<file path="config.mk">
export PLATFORM = sky130hd
export DESIGN_NAME = banked_row_decoder
export DESIGN_NICKNAME = d
export VERILOG_FILES = /design/src/rtl/row_dec_pkg.sv /design/src/rtl/row_bank_ctrl.sv /design/src/rtl/banked_row_decoder.sv
export SDC_FILE = /design/constraint.sdc
export NUM_CORES = 1
export LEC_CHECK = 0
export CAP_MARGIN = 10
export CORE_AREA = 2 2 408 410
export DETAILED_ROUTE_END_ITERATION = 8
export DIE_AREA = 0 0 410 412
export PLACE_DENSITY = 0.32
export SLEW_MARGIN = 20
export SYNTH_ARGS = -nofsm -noshare
export SYNTH_HDL_FRONTEND = slang
export SYNTH_SLANG_ARGS = --single-unit
export TNS_END_PERCENT = 100
</file>
<file path="constraint.sdc">
create_clock -name clk -period 3.01 [get_ports clk]
set_clock_uncertainty 0.1 [all_clocks]
set_input_delay 0.7525 -clock clk [delete_from_list [all_inputs] [get_ports clk]]
set_output_delay 0.7525 -clock clk [all_outputs]
set_load 0.03 [all_outputs]
</file>
<file path="src/rtl/row_dec_pkg.sv">
// Shared types and the SDRAM-style command decode used by the banked row decoder.
package row_dec_pkg;

  typedef enum logic [1:0] {NOP, ACT, PRE, REF} cmd_t;
  typedef enum logic [1:0] {IDLE, ACTIVE, PRECHARGING} bank_state_t;
  typedef enum logic {REF_IDLE, REFRESHING} ref_state_t;

  function automatic cmd_t decode_cmd(input logic ras, input logic cas, input logic we);
    cmd_t c;
    case ({ras, cas, we})
      3'b011:  c = ACT;
      3'b010:  c = PRE;
      3'b001:  c = REF;
      default: c = NOP;
    endcase
    return c;
  endfunction

  // Width of a down-counter that holds values 0..n-1.
  function automatic int unsigned cnt_width(input int unsigned n);
    return (n > 1) ? $clog2(n) : 1;
  endfunction

endpackage

</file>
<file path="src/rtl/row_bank_ctrl.sv">
// One bank: IDLE/ACTIVE/PRECHARGING FSM, open-row register, tRP timer and slice decoder.
module row_bank_ctrl
  import row_dec_pkg::*;
#(
  parameter int ROW_BITS = 8,
  parameter int T_RP     = 2,
  localparam int ROWS    = 2**ROW_BITS
) (
  input  logic                clk,
  input  logic                reset,
  input  logic                act,
  input  logic                pre,
  input  logic [ROW_BITS-1:0] row,
  input  logic                ref_on,
  input  logic [ROW_BITS-1:0] ref_row,
  output logic [ROWS-1:0]     slice,
  output logic                act_ok,
  output logic                is_idle,
  output logic                is_open,
  output logic                is_busy
);

  localparam int CW = cnt_width(T_RP);

  bank_state_t         state, state_nx;
  logic [CW-1:0]       cnt, cnt_nx;
  logic [ROW_BITS-1:0] open_row;
  logic                act_go;

  // A timer that reached zero on an earlier edge lets ACTIVATE in on this one.
  always_comb begin
    act_ok   = (state == IDLE) || (state == PRECHARGING && cnt == '0);
    act_go   = act && act_ok;
    state_nx = state;
    cnt_nx   = cnt;
    unique case (state)
      IDLE:        if (act_go) state_nx = ACTIVE;
      ACTIVE:      if (pre) begin
                     state_nx = PRECHARGING;
                     cnt_nx   = CW'(T_RP - 1);
                   end
      PRECHARGING: if (act_go)          state_nx = ACTIVE;
                   else if (cnt == '0)  state_nx = IDLE;
                   else                 cnt_nx   = cnt - 1'b1;
      default:     state_nx = IDLE;
    endcase
  end

  always_ff @(posedge clk) begin
    if (!reset) begin
      state    <= IDLE;
      cnt      <= '0;
      open_row <= '0;
    end else begin
      state <= state_nx;
      cnt   <= cnt_nx;
      if (act_go) open_row <= row;
    end
  end

  always_comb begin
    slice = '0;
    if (ref_on)                slice[ref_row]  = 1'b1;
    else if (state == ACTIVE)  slice[open_row] = 1'b1;
  end

  always_comb begin
    is_idle = (state == IDLE);
    is_open = (state == ACTIVE);
    is_busy = (state == PRECHARGING);
  end

endmodule

</file>
<file path="src/rtl/banked_row_decoder.sv">
// Multi-bank row decoder: command decode, auto-refresh FSM with row counter, per-bank controllers.
module banked_row_decoder
  import row_dec_pkg::*;
#(
  parameter int ROW_BITS  = 8,
  parameter int BANKS     = 4,
  parameter int T_RP      = 2,
  parameter int T_RFC     = 4,
  localparam int ROWS      = 2**ROW_BITS,
  localparam int BANK_BITS = (BANKS > 1) ? $clog2(BANKS) : 1
) (
  input  logic                  clk,
  input  logic                  reset,
  input  logic                  RAS,
  input  logic                  CAS,
  input  logic                  WE,
  input  logic                  AllBanks,
  input  logic [BANK_BITS-1:0]  BankAddrIn,
  input  logic [ROW_BITS-1:0]   RowAddrIn,
  output logic [BANKS*ROWS-1:0] RowAddrEn,
  output logic [BANKS-1:0]      BankOpen,
  output logic                  Busy,
  output logic [ROW_BITS-1:0]   RefRow,
  output logic                  CmdErr
);

  localparam int FW = cnt_width(T_RFC);

  cmd_t                cmd;
  ref_state_t          ref_state, ref_state_nx;
  logic [FW-1:0]       ref_cnt, ref_cnt_nx;
  logic [ROW_BITS-1:0] ref_row_nx;
  logic                err_nx, ref_busy, ref_done, ref_ok, ref_on;
  logic [BANKS-1:0]    hit, act_req, pre_req, act_ok, is_idle, is_busy;

  always_comb begin
    cmd      = decode_cmd(RAS, CAS, WE);
    ref_on   = (ref_state == REFRESHING);
    ref_busy = ref_on && (ref_cnt != '0);
    ref_done = ref_on && (ref_cnt == '0);
    ref_ok   = (&is_idle) && !ref_busy;
  end

  for (genvar b = 0; b < BANKS; b++) begin : g_bank
    assign hit[b]     = (BankAddrIn == BANK_BITS'(b));
    assign act_req[b] = (cmd == ACT) && !ref_busy && hit[b];
    assign pre_req[b] = (cmd == PRE) && (AllBanks || hit[b]);

    row_bank_ctrl #(
      .ROW_BITS (ROW_BITS),
      .T_RP     (T_RP)
    ) u_bank (
      .clk     (clk),
      .reset   (reset),
      .act     (act_req[b]),
      .pre     (pre_req[b]),
      .row     (RowAddrIn),
      .ref_on  (ref_on),
      .ref_row (RefRow),
      .slice   (RowAddrEn[b*ROWS +: ROWS]),
      .act_ok  (act_ok[b]),
      .is_idle (is_idle[b]),
      .is_open (BankOpen[b]),
      .is_busy (is_busy[b])
    );
  end

  // The final refresh cycle counts as idle so refreshes can run back to back.
  always_comb begin
    ref_state_nx = ref_state;
    ref_cnt_nx   = ref_cnt;
    ref_row_nx   = RefRow;
    err_nx       = 1'b0;
    if (ref_busy) begin
      ref_cnt_nx = ref_cnt - 1'b1;
    end else if (ref_done) begin
      ref_state_nx = REF_IDLE;
      ref_row_nx   = RefRow + 1'b1;
    end
    unique case (cmd)
      ACT:     err_nx = ref_busy || (|(hit & ~act_ok));
      REF:     if (ref_ok) begin
                 ref_state_nx = REFRESHING;
                 ref_cnt_nx   = FW'(T_RFC - 1);
               end else begin
                 err_nx = 1'b1;
               end
      default: ;
    endcase
  end

  always_ff @(posedge clk) begin
    if (!reset) begin
      ref_state <= REF_IDLE;
      ref_cnt   <= '0;
      RefRow    <= '0;
      CmdErr    <= 1'b0;
    end else begin
      ref_state <= ref_state_nx;
      ref_cnt   <= ref_cnt_nx;
      RefRow    <= ref_row_nx;
      CmdErr    <= err_nx;
    end
  end

  always_comb Busy = (|is_busy) || ref_on;

endmodule

</file>
==> results of run 1 <==
[cell type report]
type | instances | area [um2] | share of cell area (%)
clock buffers | 5 | 125.1 | 0.2320
diodes | 5 | 12.51 | 0.02320
well taps | 2189 | 2739 | 5.078
multi-input cells | 1795 | 18450 | 34.21
repair buffers | 1884 | 31350 | 58.12
clock inverters | 3 | 26.28 | 0.04871
flip-flops and latches | 56 | 1160 | 2.150
inverters | 17 | 72.57 | 0.1345
[power breakdown]
group	leakage (nW)	total, mW	switching, mW	internal, mW
clock network	0.0680	0.681	0.363	0.318
logic	19.8	0.518	0.347	0.171
registers	0.463	0.761	0.0153	0.745
[metal layers]
layer | vias to the layer above | part of all wire, % | global-route usage, %
met5 | - | 0.010 | 0
met4 | 4 | 6.4 | 14.17
met3 | 420 | 6.9 | 6.656
met2 | 1419 | 49 | 52.43
met1 | 13590 | 38 | 34.21
li1 | 10970 | - | -
[final timing paths]
path                                     start                           end  slack (ns)  cells after the start
hold / removal    g_bank[1].u_bank.open_row[3]  g_bank[1].u_bank.open_row[3]        0.41                      2
setup reg to reg                    ref_cnt[0]  g_bank[1].u_bank.open_row[2]        0.78                      7
hold reg to reg   g_bank[1].u_bank.open_row[3]  g_bank[1].u_bank.open_row[3]        0.41                      2
setup / recovery                        ref_on                RowAddrEn[104]       -0.23                     11
[state kept, by name, summed over array words and instances, names as in the netlist]
name	flops
g_bank.u_bank.open_row	32
RefRow	8
g_bank.u_bank.state	8
g_bank.u_bank.cnt	4
ref_cnt	2
CmdErr	1
ref_on	1
[metrics by stage]
stage	cell area (um2)	cells
2_1_floorplan	11590	2086
3_3_place_gp	38750	5597
3_5_place_dp	38750	5597
4_1_cts	50050	5857
5_1_grt	53930	5952
6_report	53940	5954
[timing repair]
action,4_1_cts,5_1_grt
gates cloned,31,9
resized for setup,2623,592
buffers inserted,276,107
setup endpoints to repair,1022,995
pin swaps,217,257
[placed cells by master, fill, tap and decap left out, drive strengths merged, types with 2 or more instances in the layout]
master,n
xor2,3
nor3,12
o21ai,1054
and2,4
nand4,36
buf,1851
nand3,117
mux2i,8
a21oi,38
o211ai,3
nor2b,43
nor3b,4
nor2,64
clkdlybuf4s50,23
nand3b,2
nand2b,7
or3,2
inv,17
clkinvlp,3
clkbuf,14
o22a,3
or4,2
ha,5
nor4,4
and3,3
a22oi,2
xnor2,4
nand4bb,2
dfxtp,56
a221oi,3
and2b,3
nand2,360
o22ai,2
diode,5
[cells by family after synthesis]
group           count (synthesis)  share of synthesized area, %
fa+ha+maj                       5                        0.5396
xor+xnor                        7                        0.5288
mux                             8                        0.6907
simple gates                  664                         30.22
buf+inv                       238                         9.799
flops                          56                         9.670
compound gates               1108                         48.55
[critical path, cell delays in order, from the launching register on]
cell and delay [ns]:
dfxtp_4 0.36, buf_12 0.14, nor3b_4 0.24, buf_12 0.15, buf_12 0.12, buf_6 0.11, nand3_4 0.16, buf_12 0.24
buf_12 0.14, o21ai_4 0.12, buf_6 0.14, buf_12 0.11
==> impl_summary.txt, run 1 <==
----------------------------------------------------
[Run status]
  Run status ... complete, but fails checks
  Violated checks ... setup timing

[Final layout]
  Number of filler instances in the final layout ... ~16k
  Synthesis-to-finish area growth ... 365.2%
  # nets final ... 3780
  Layout Utilization ... between 30% and 40%
  Layout cells sized above 1 ... a little over 80%

[STA]
  Post-Route Setup TNS ... -50.36 ns
  Number of endpoints failing setup at the final stage ... between 600 and 700
  Slew HR ... between 50 and 60%
  Final period util ... 107.8%
  Number of endpoints with negative hold slack in the final report ... 0
  Worst Tran Pin Value ... 0.7331 ns
  Final WS setup ... -0.2338 ns
  Fmax achieved ... roughly 0.31 GHz
  Pins over their slew limit ... 0
  Shortest period the worst path allows ... 3.244 ns
  Unrepaired setup endpoints after global routing ... yes
  Worst hold slack ... around 0.41 ns

[Yosys]
  Total nets after synthesis ... between 2k and 2.5k
  Share of synthesized area occupied by flip-flops and latches ... 9.670%
  Number of standard cells after synthesis ... between 2k and 2.5k
  Top cells by area in the synthesized netlist ... o21ai_0 44%, nand2_1 11%, dfxtp_1 9.7%, nand3_4 3.9%, nand3_1 3.8%
  Syn. warnings ... 0
  Cell variety after synth ... just over 60
  Area share of the largest cell type after synthesis ... ~44%
  Biggest area consumer among synthesized cells ... o21ai_0
  Share of async-settable or async-resettable flops after synthesis ... 0%
  Number of synthesized flops with an enable pin ... 0
  Prevailing post-synth register cell ... dfxtp_1
  Netlist area before placement ... around 0.012 mm2
  Count of state elements after synthesis ... between 50 and 60
  Top cell types by occurrence after synthesis ... 1026 x o21ai_0, 353 x nand2_1, 106 x clkbuf_1, 88 x nand3_1, 70 x buf_2
  Dominant cell by count in the synthesized netlist ... o21ai_0
  Syn Area/Cell ... approximately 5.6 um2

[GRT]
  Number of antenna violations at the first check in global routing ... 11
  Aggregate global routing overflow ... 0
  Global-route wire length before repair ... ~320000 um
  Gr usage total ... ~30%
  Vias in the first global route ... about 27k
  Pin count of the biggest net entering global routing ... 44

[Drt]
  Average via count per standard cell ... 4.434
  Routed wire length ... 267400 um
  Total via count after detailed routing ... 26.40k
  Remaining number of nets flagged by the antenna check after routing ... 0
  Post-route DRC violation count ... 0
  Detailed Route Iter0 Violations ... approximately 1.9k
  Routed length per placed instance ... 44.91 um
  Length of the first detailed-routing pass in iterations ... 5

[CTS]
  Sink Count ... 56
  Master cell of the clock root buffer ... clkbuf_16
  Cts bufs inserted ... 5
  Clock-pin slew on the worst setup and hold paths ... around 0.090 ns
  Clk_lat worst skew ... about 0.33 ns
  Hold-fix buffers at CTS ... 0
  Number of H-tree levels ... 2
  TritonCTS clock tree ... done
  Number of buffers on the longest clock path ... 2

[Floorplanning]
  Total die area ... roughly 0.17 mm2
  I/O Pins ... ~1.1k
  Initial Utilization ... under 10%
  Chip width ... 410 um
  Core area ... about 0.16 mm2
  Total number of placement rows ... about 150
  Die H ... ~410 um

[Placed design]
  HPWL Detailed ... between 150000 and 200000 um
  IO buf count ... 1053
  Worst slack, placed ... -0.9326 ns
  Global placer's final weighted congestion ... about 0.9

[Critical path]
  Arrival time of the worst setup path ... between 2 and 2.5 ns
  CP required ... 2.16 ns
  Critical path peak fanout ... 6
  Startpoint type of the worst setup path ... register
  Kind of end point of the critical path ... primary output
  Worst setup path class ... reg2out

[Power and ir drop]
  Total power ... between 1.5 and 2 mW
  Power density relative to cell area ... approximately 36 mW/mm2
  Maximum vdd drop ... 0.0002049 V
  Leakage power ... 20.36 nW

[Flow run]
  Number of max-cap violations ... 0

[Worst hold path]
  Class of the tightest hold or removal check ... reg2reg

----------------------------------------------------
Power figures use the tool's default switching activity.
==> inputs of run 2 (changes only) <==
--- a/config.mk
+++ b/config.mk
@@ -6,12 +6,13 @@
 export NUM_CORES = 1
 export LEC_CHECK = 0
 export CAP_MARGIN = 10
-export CORE_AREA = 2 2 408 410
+export CORE_AREA = 2 2 410 412
 export DETAILED_ROUTE_END_ITERATION = 8
-export DIE_AREA = 0 0 410 412
-export PLACE_DENSITY = 0.32
+export DIE_AREA = 0 0 412 414
+export PLACE_DENSITY = 0.33
 export SLEW_MARGIN = 20
 export SYNTH_ARGS = -nofsm -noshare
 export SYNTH_HDL_FRONTEND = slang
+export SYNTH_HIERARCHICAL = 1
 export SYNTH_SLANG_ARGS = --single-unit
 export TNS_END_PERCENT = 100
==> run 2 against run 1 <==
The run still ends with setup timing left. Routed wire length fell by 29%. Clock-buffer cell count unchanged. Die area is 0.98% higher. Critical path type unchanged. Non-clock buffer count shrank 169. Global-route usage is 9.7 points lower. Largest cell class unchanged. Synthesized cell count increased by 6.6%. Flip-flop and latch count unchanged.
==> impl_summary.txt, run 2 <==
----------------------------------------------------
[Yosys]
  Dominant cell by count in the synthesized netlist ... o22ai_1
  Syn. warnings ... 6 (+6)
  Count of state elements after synthesis ... 56 (unchanged)
  Cell variety after synth ... 52 (-15%)
  Total nets after synthesis ... 2241 (+6.4%)
  Share of synthesized area occupied by flip-flops and latches ... 8.322% (-1.3 points)
  Top cell types by occurrence after synthesis ... 1008 x o22ai_1, 292 x nand2_1, 191 x clkbuf_1, 165 x nand3_1, 117 x buf_2
  Top cells by area in the synthesized netlist ... o22ai_1 47%, dfxtp_1 8.3%, nand2_1 8.1%, nand3_1 6.1%, clkbuf_1 5.3%
  Prevailing post-synth register cell ... dfxtp_1
  Area share of the largest cell type after synthesis ... 46.81% (+2.5 points)
  Biggest area consumer among synthesized cells ... o22ai_1
  Netlist area before placement ... 0.01347 mm2 (+16%)
  Share of async-settable or async-resettable flops after synthesis ... 0% (unchanged)
  Number of synthesized flops with an enable pin ... 0 (unchanged)
  Syn Area/Cell ... 6.060 um2 (+9.0%)
  Number of standard cells after synthesis ... 2223 (+6.6%)

[Run status]
  Run status ... complete, but fails checks
  Violated checks ... setup timing

[Placed design]
  Post-Place Cell Area ... 0.03546 mm2 (-8.5%)
  Worst slack, placed ... -0.06430 ns (+0.8683 ns)
  Global placer's final weighted congestion ... 0.8868 (-1.7%)
  HPWL Detailed ... 143600 um (-28%)
  IO buf count ... 1053 (unchanged)
  Placed insts ... 5647 (+0.89%)

[Final layout]
  Layout cells sized above 1 ... 80.04% (-2.9 points)
  Final Instance Count excl. Fillers ... 5817 (-2.3%)
  Largest register FFs ... 32 (unchanged)
  Layout Utilization ... 30.48% (-2.4 points)
  Synthesis-to-finish area growth ... 276.3%
  # nets final ... 3629 (-4.0%)
  Design area ... 0.05068 mm2 (-6.0%)
  Most common cell after layout, fill and taps aside ... buf_12
  Largest Register ... g_bank.u_bank/open_row
  Largest registers ranked by flip-flop count ... g_bank.u_bank/open_row x32, RefRow x8, g_bank.u_bank/state x8
  Top library cells by usage in the layout, fill and taps aside ... 785 x buf_12, 555 x o22ai_4, 546 x buf_4, 323 x o22ai_2, 313 x buf_6

[Power and ir drop]
  Combinational share of power ... 29.7% (+3.3 points)
  Total net switching power ... 0.8423 mW (+16%)
  Leakage power ... 14.42 nW (-29%)
  Sequential cell fraction of total power ... 36.2% (-2.6 points)
  Power density relative to cell area ... 41.97 mW/mm2 (+16%)
  Maximum vdd drop ... 0.0002104 V (+2.7%)
  Part of the total power dissipated in the clock network ... 34.2% (-0.6 points)
  Total power ... 2.127 mW (+8.6%)
  Int Pwr ... 1.285 mW (+4.1%)
  Fraction of power spent switching nets ... 39.60% (+2.6 points)

[STA]
  Shortest period the worst path allows ... 3.180 ns (-0.06394 ns)
  Number of endpoints with negative hold slack in the final report ... 0 (unchanged)
  Final period util ... 105.6% (-2.1 points)
  Worst hold slack ... 0.3795 ns (-0.02725 ns)
  Number of endpoints failing setup at the final stage ... 377 (-42%)
  Unrepaired setup endpoints after global routing ... yes
  Final WS setup ... -0.1699 ns (+0.06394 ns)
  Post-Route Setup TNS ... -17.72 ns (+32.64 ns)
  Pins over their slew limit ... 0 (unchanged)
  Fmax achieved ... 0.3145 GHz (+2.0%)
  Slew HR ... 49.05% (-2.1 points)
  Worst Tran Pin Value ... 0.7621 ns (+0.02898 ns)

[Drt]
  Total via count after detailed routing ... 28.17k (+6.7%)
  Routed length per placed instance ... 32.66 um (-27%)
  Routed wire length ... 190000 um (-29%)
  Post-route DRC violation count ... 0 (unchanged)
  Length of the first detailed-routing pass in iterations ... 5 (unchanged)
  Remaining number of nets flagged by the antenna check after routing ... 0 (unchanged)
  Detailed Route Iter0 Violations ... 2229 (+18%)
  Average via count per standard cell ... 4.843 (+9.2%)

[Critical path]
  Critical path launch point ... ref_on
  Worst setup path class ... reg2out
  CP required ... 2.16 ns (about the same)
  Minimum setup slack among reg-to-reg paths ... 0.72 ns (-0.06 ns)
  Startpoint type of the worst setup path ... register
  Kind of end point of the critical path ... primary output
  Crit path capture ... RowAddrEn[539]
  Critical path peak fanout ... 8 (+2)
  Arrival time of the worst setup path ... 2.33 ns (-0.06 ns)
  Register-to-Register Path Depth ... 9 (+2)
  Reg-to-reg endpoint ... g_bank[0].u_bank/open_row[6]
  Critical register-to-register path startpoint ... ref_cnt[0]

[Worst hold path]
  Class of the tightest hold or removal check ... reg2reg
  Hold Path Cell Cnt ... 2 (unchanged)

[CTS]
  Sink Count ... 56 (unchanged)
  Number of buffers on the longest clock path ... 2 (unchanged)
  Hold-fix buffers at CTS ... 0 (unchanged)
  Master cell of the clock root buffer ... clkbuf_16
  Cts bufs inserted ... 5 (unchanged)
  Number of H-tree levels ... 2 (unchanged)
  TritonCTS clock tree ... done
  Clock-pin slew on the worst setup and hold paths ... 0.10 ns (about the same)
  Clk_lat worst skew ... 0.35 ns (+0.02 ns)

[Floorplanning]
  Initial Utilization ... 8.101% (+1.0 points)
  Total number of placement rows ... 150 (+0.67%)
  Total die area ... 0.1706 mm2 (+0.98%)
  I/O Pins ... 1054 (unchanged)
  Core area ... 0.1663 mm2 (+1.2%)
  Chip width ... 412 um (+0.49%)
  Die H ... 414 um (+0.49%)

[GRT]
  Aggregate global routing overflow ... 0 (unchanged)
  Vias in the first global route ... 26.49k (-0.61%)
  Number of antenna violations at the first check in global routing ... 13 (+2)
  Gr usage total ... 20.16% (-9.7 points)
  Pin count of the biggest net entering global routing ... 42 (-4.5%)
  Global-route wire length before repair ... 243900 um (-25%)

[Flow run]
  Number of max-cap violations ... 0 (unchanged)

----------------------------------------------------
-- run 2: worst min-delay path by stage --
stage	endpoint	slack, ns	startpoint
after detailed placement	g_bank[1].u_bank/open_row[2]	0.37	g_bank[1].u_bank/open_row[2]
after global routing	g_bank[1].u_bank/open_row[2]	0.39	g_bank[1].u_bank/open_row[2]
final	g_bank[1].u_bank/open_row[2]	0.38	g_bank[1].u_bank/open_row[2]
after floorplan	g_bank[0].u_bank/state[1]	0.36	g_bank[0].u_bank/cnt
after global placement	g_bank[1].u_bank/open_row[2]	0.36	g_bank[1].u_bank/open_row[2]
after CTS	g_bank[1].u_bank/open_row[2]	0.38	g_bank[1].u_bank/open_row[2]
-- run 2: cell families after synthesis --
| group | after synthesis | synth area share [%] |
|---|---|---|
| AO/OA/AOI/OAI | 1061 | 49.82 |
| AND/OR/NAND/NOR | 720 | 27.27 |
| buffers and inverters | 347 | 11.67 |
| flip-flops | 56 | 8.323 |
| multiplexers | 34 | 2.536 |
| XOR/XNOR | 3 | 0.1951 |
| adder cells (fa/ha/maj) | 2 | 0.1857 |
-- run 2: layout make-up --
| cell class | count | area, um2 |
|---|---|---|
| diodes | 1 | 2.502 |
| clock buffers | 5 | 125.1 |
| clock inverters | 3 | 25.02 |
| fillers | 17070 | 115600 |
| inverters | 10 | 37.54 |
| multi-input cells | 1823 | 21980 |
| flip-flops and latches | 56 | 1174 |
| well taps | 2204 | 2758 |
| repair buffers | 1715 | 24580 |
-- run 2: power by group through the flow --
| stage | sequential [mW] | combinational (mW) | clock [mW] |
|---|---|---|---|
| 6_report | 0.769 | 0.631 | 0.727 |
| 5_1_grt | 0.771 | 0.663 | 0.805 |
| 4_1_cts | 0.770 | 0.525 | 0.806 |
| 3_5_place_dp | 0.790 | 0.441 | 0 |
| 3_3_place_gp | 0.790 | 0.439 | 0 |
| 2_1_floorplan | 0.779 | 0.195 | 0 |
-- run 2: layer usage --
layer | wire (um) | track usage [%]
met4 | 4402 | 3.526
met5 | 38 | 0
met1 | 78900 | 26.30
met3 | 15810 | 4.799
met2 | 90850 | 33.75
-- run 2: worst max-delay path: stages (launching register included) --
cell and delay, ns:
dfxtp_4 0.38, buf_12 0.14, nor3b_4 0.17, buf_6 0.14
buf_12 0.13, buf_4 0.11, nand4_1 0.13, buf_4 0.18
buf_12 0.14, buf_4 0.14, o22ai_2 0.16, buf_12 0.15
-- run 2: timing repair --
item,4_1_cts,5_1_grt
resized for setup,885,1451
hold endpoints to repair,0,0
endpoints found under the setup margin,973,969
pin swaps,62,275
gates cloned,16,30
buffers inserted,54,80
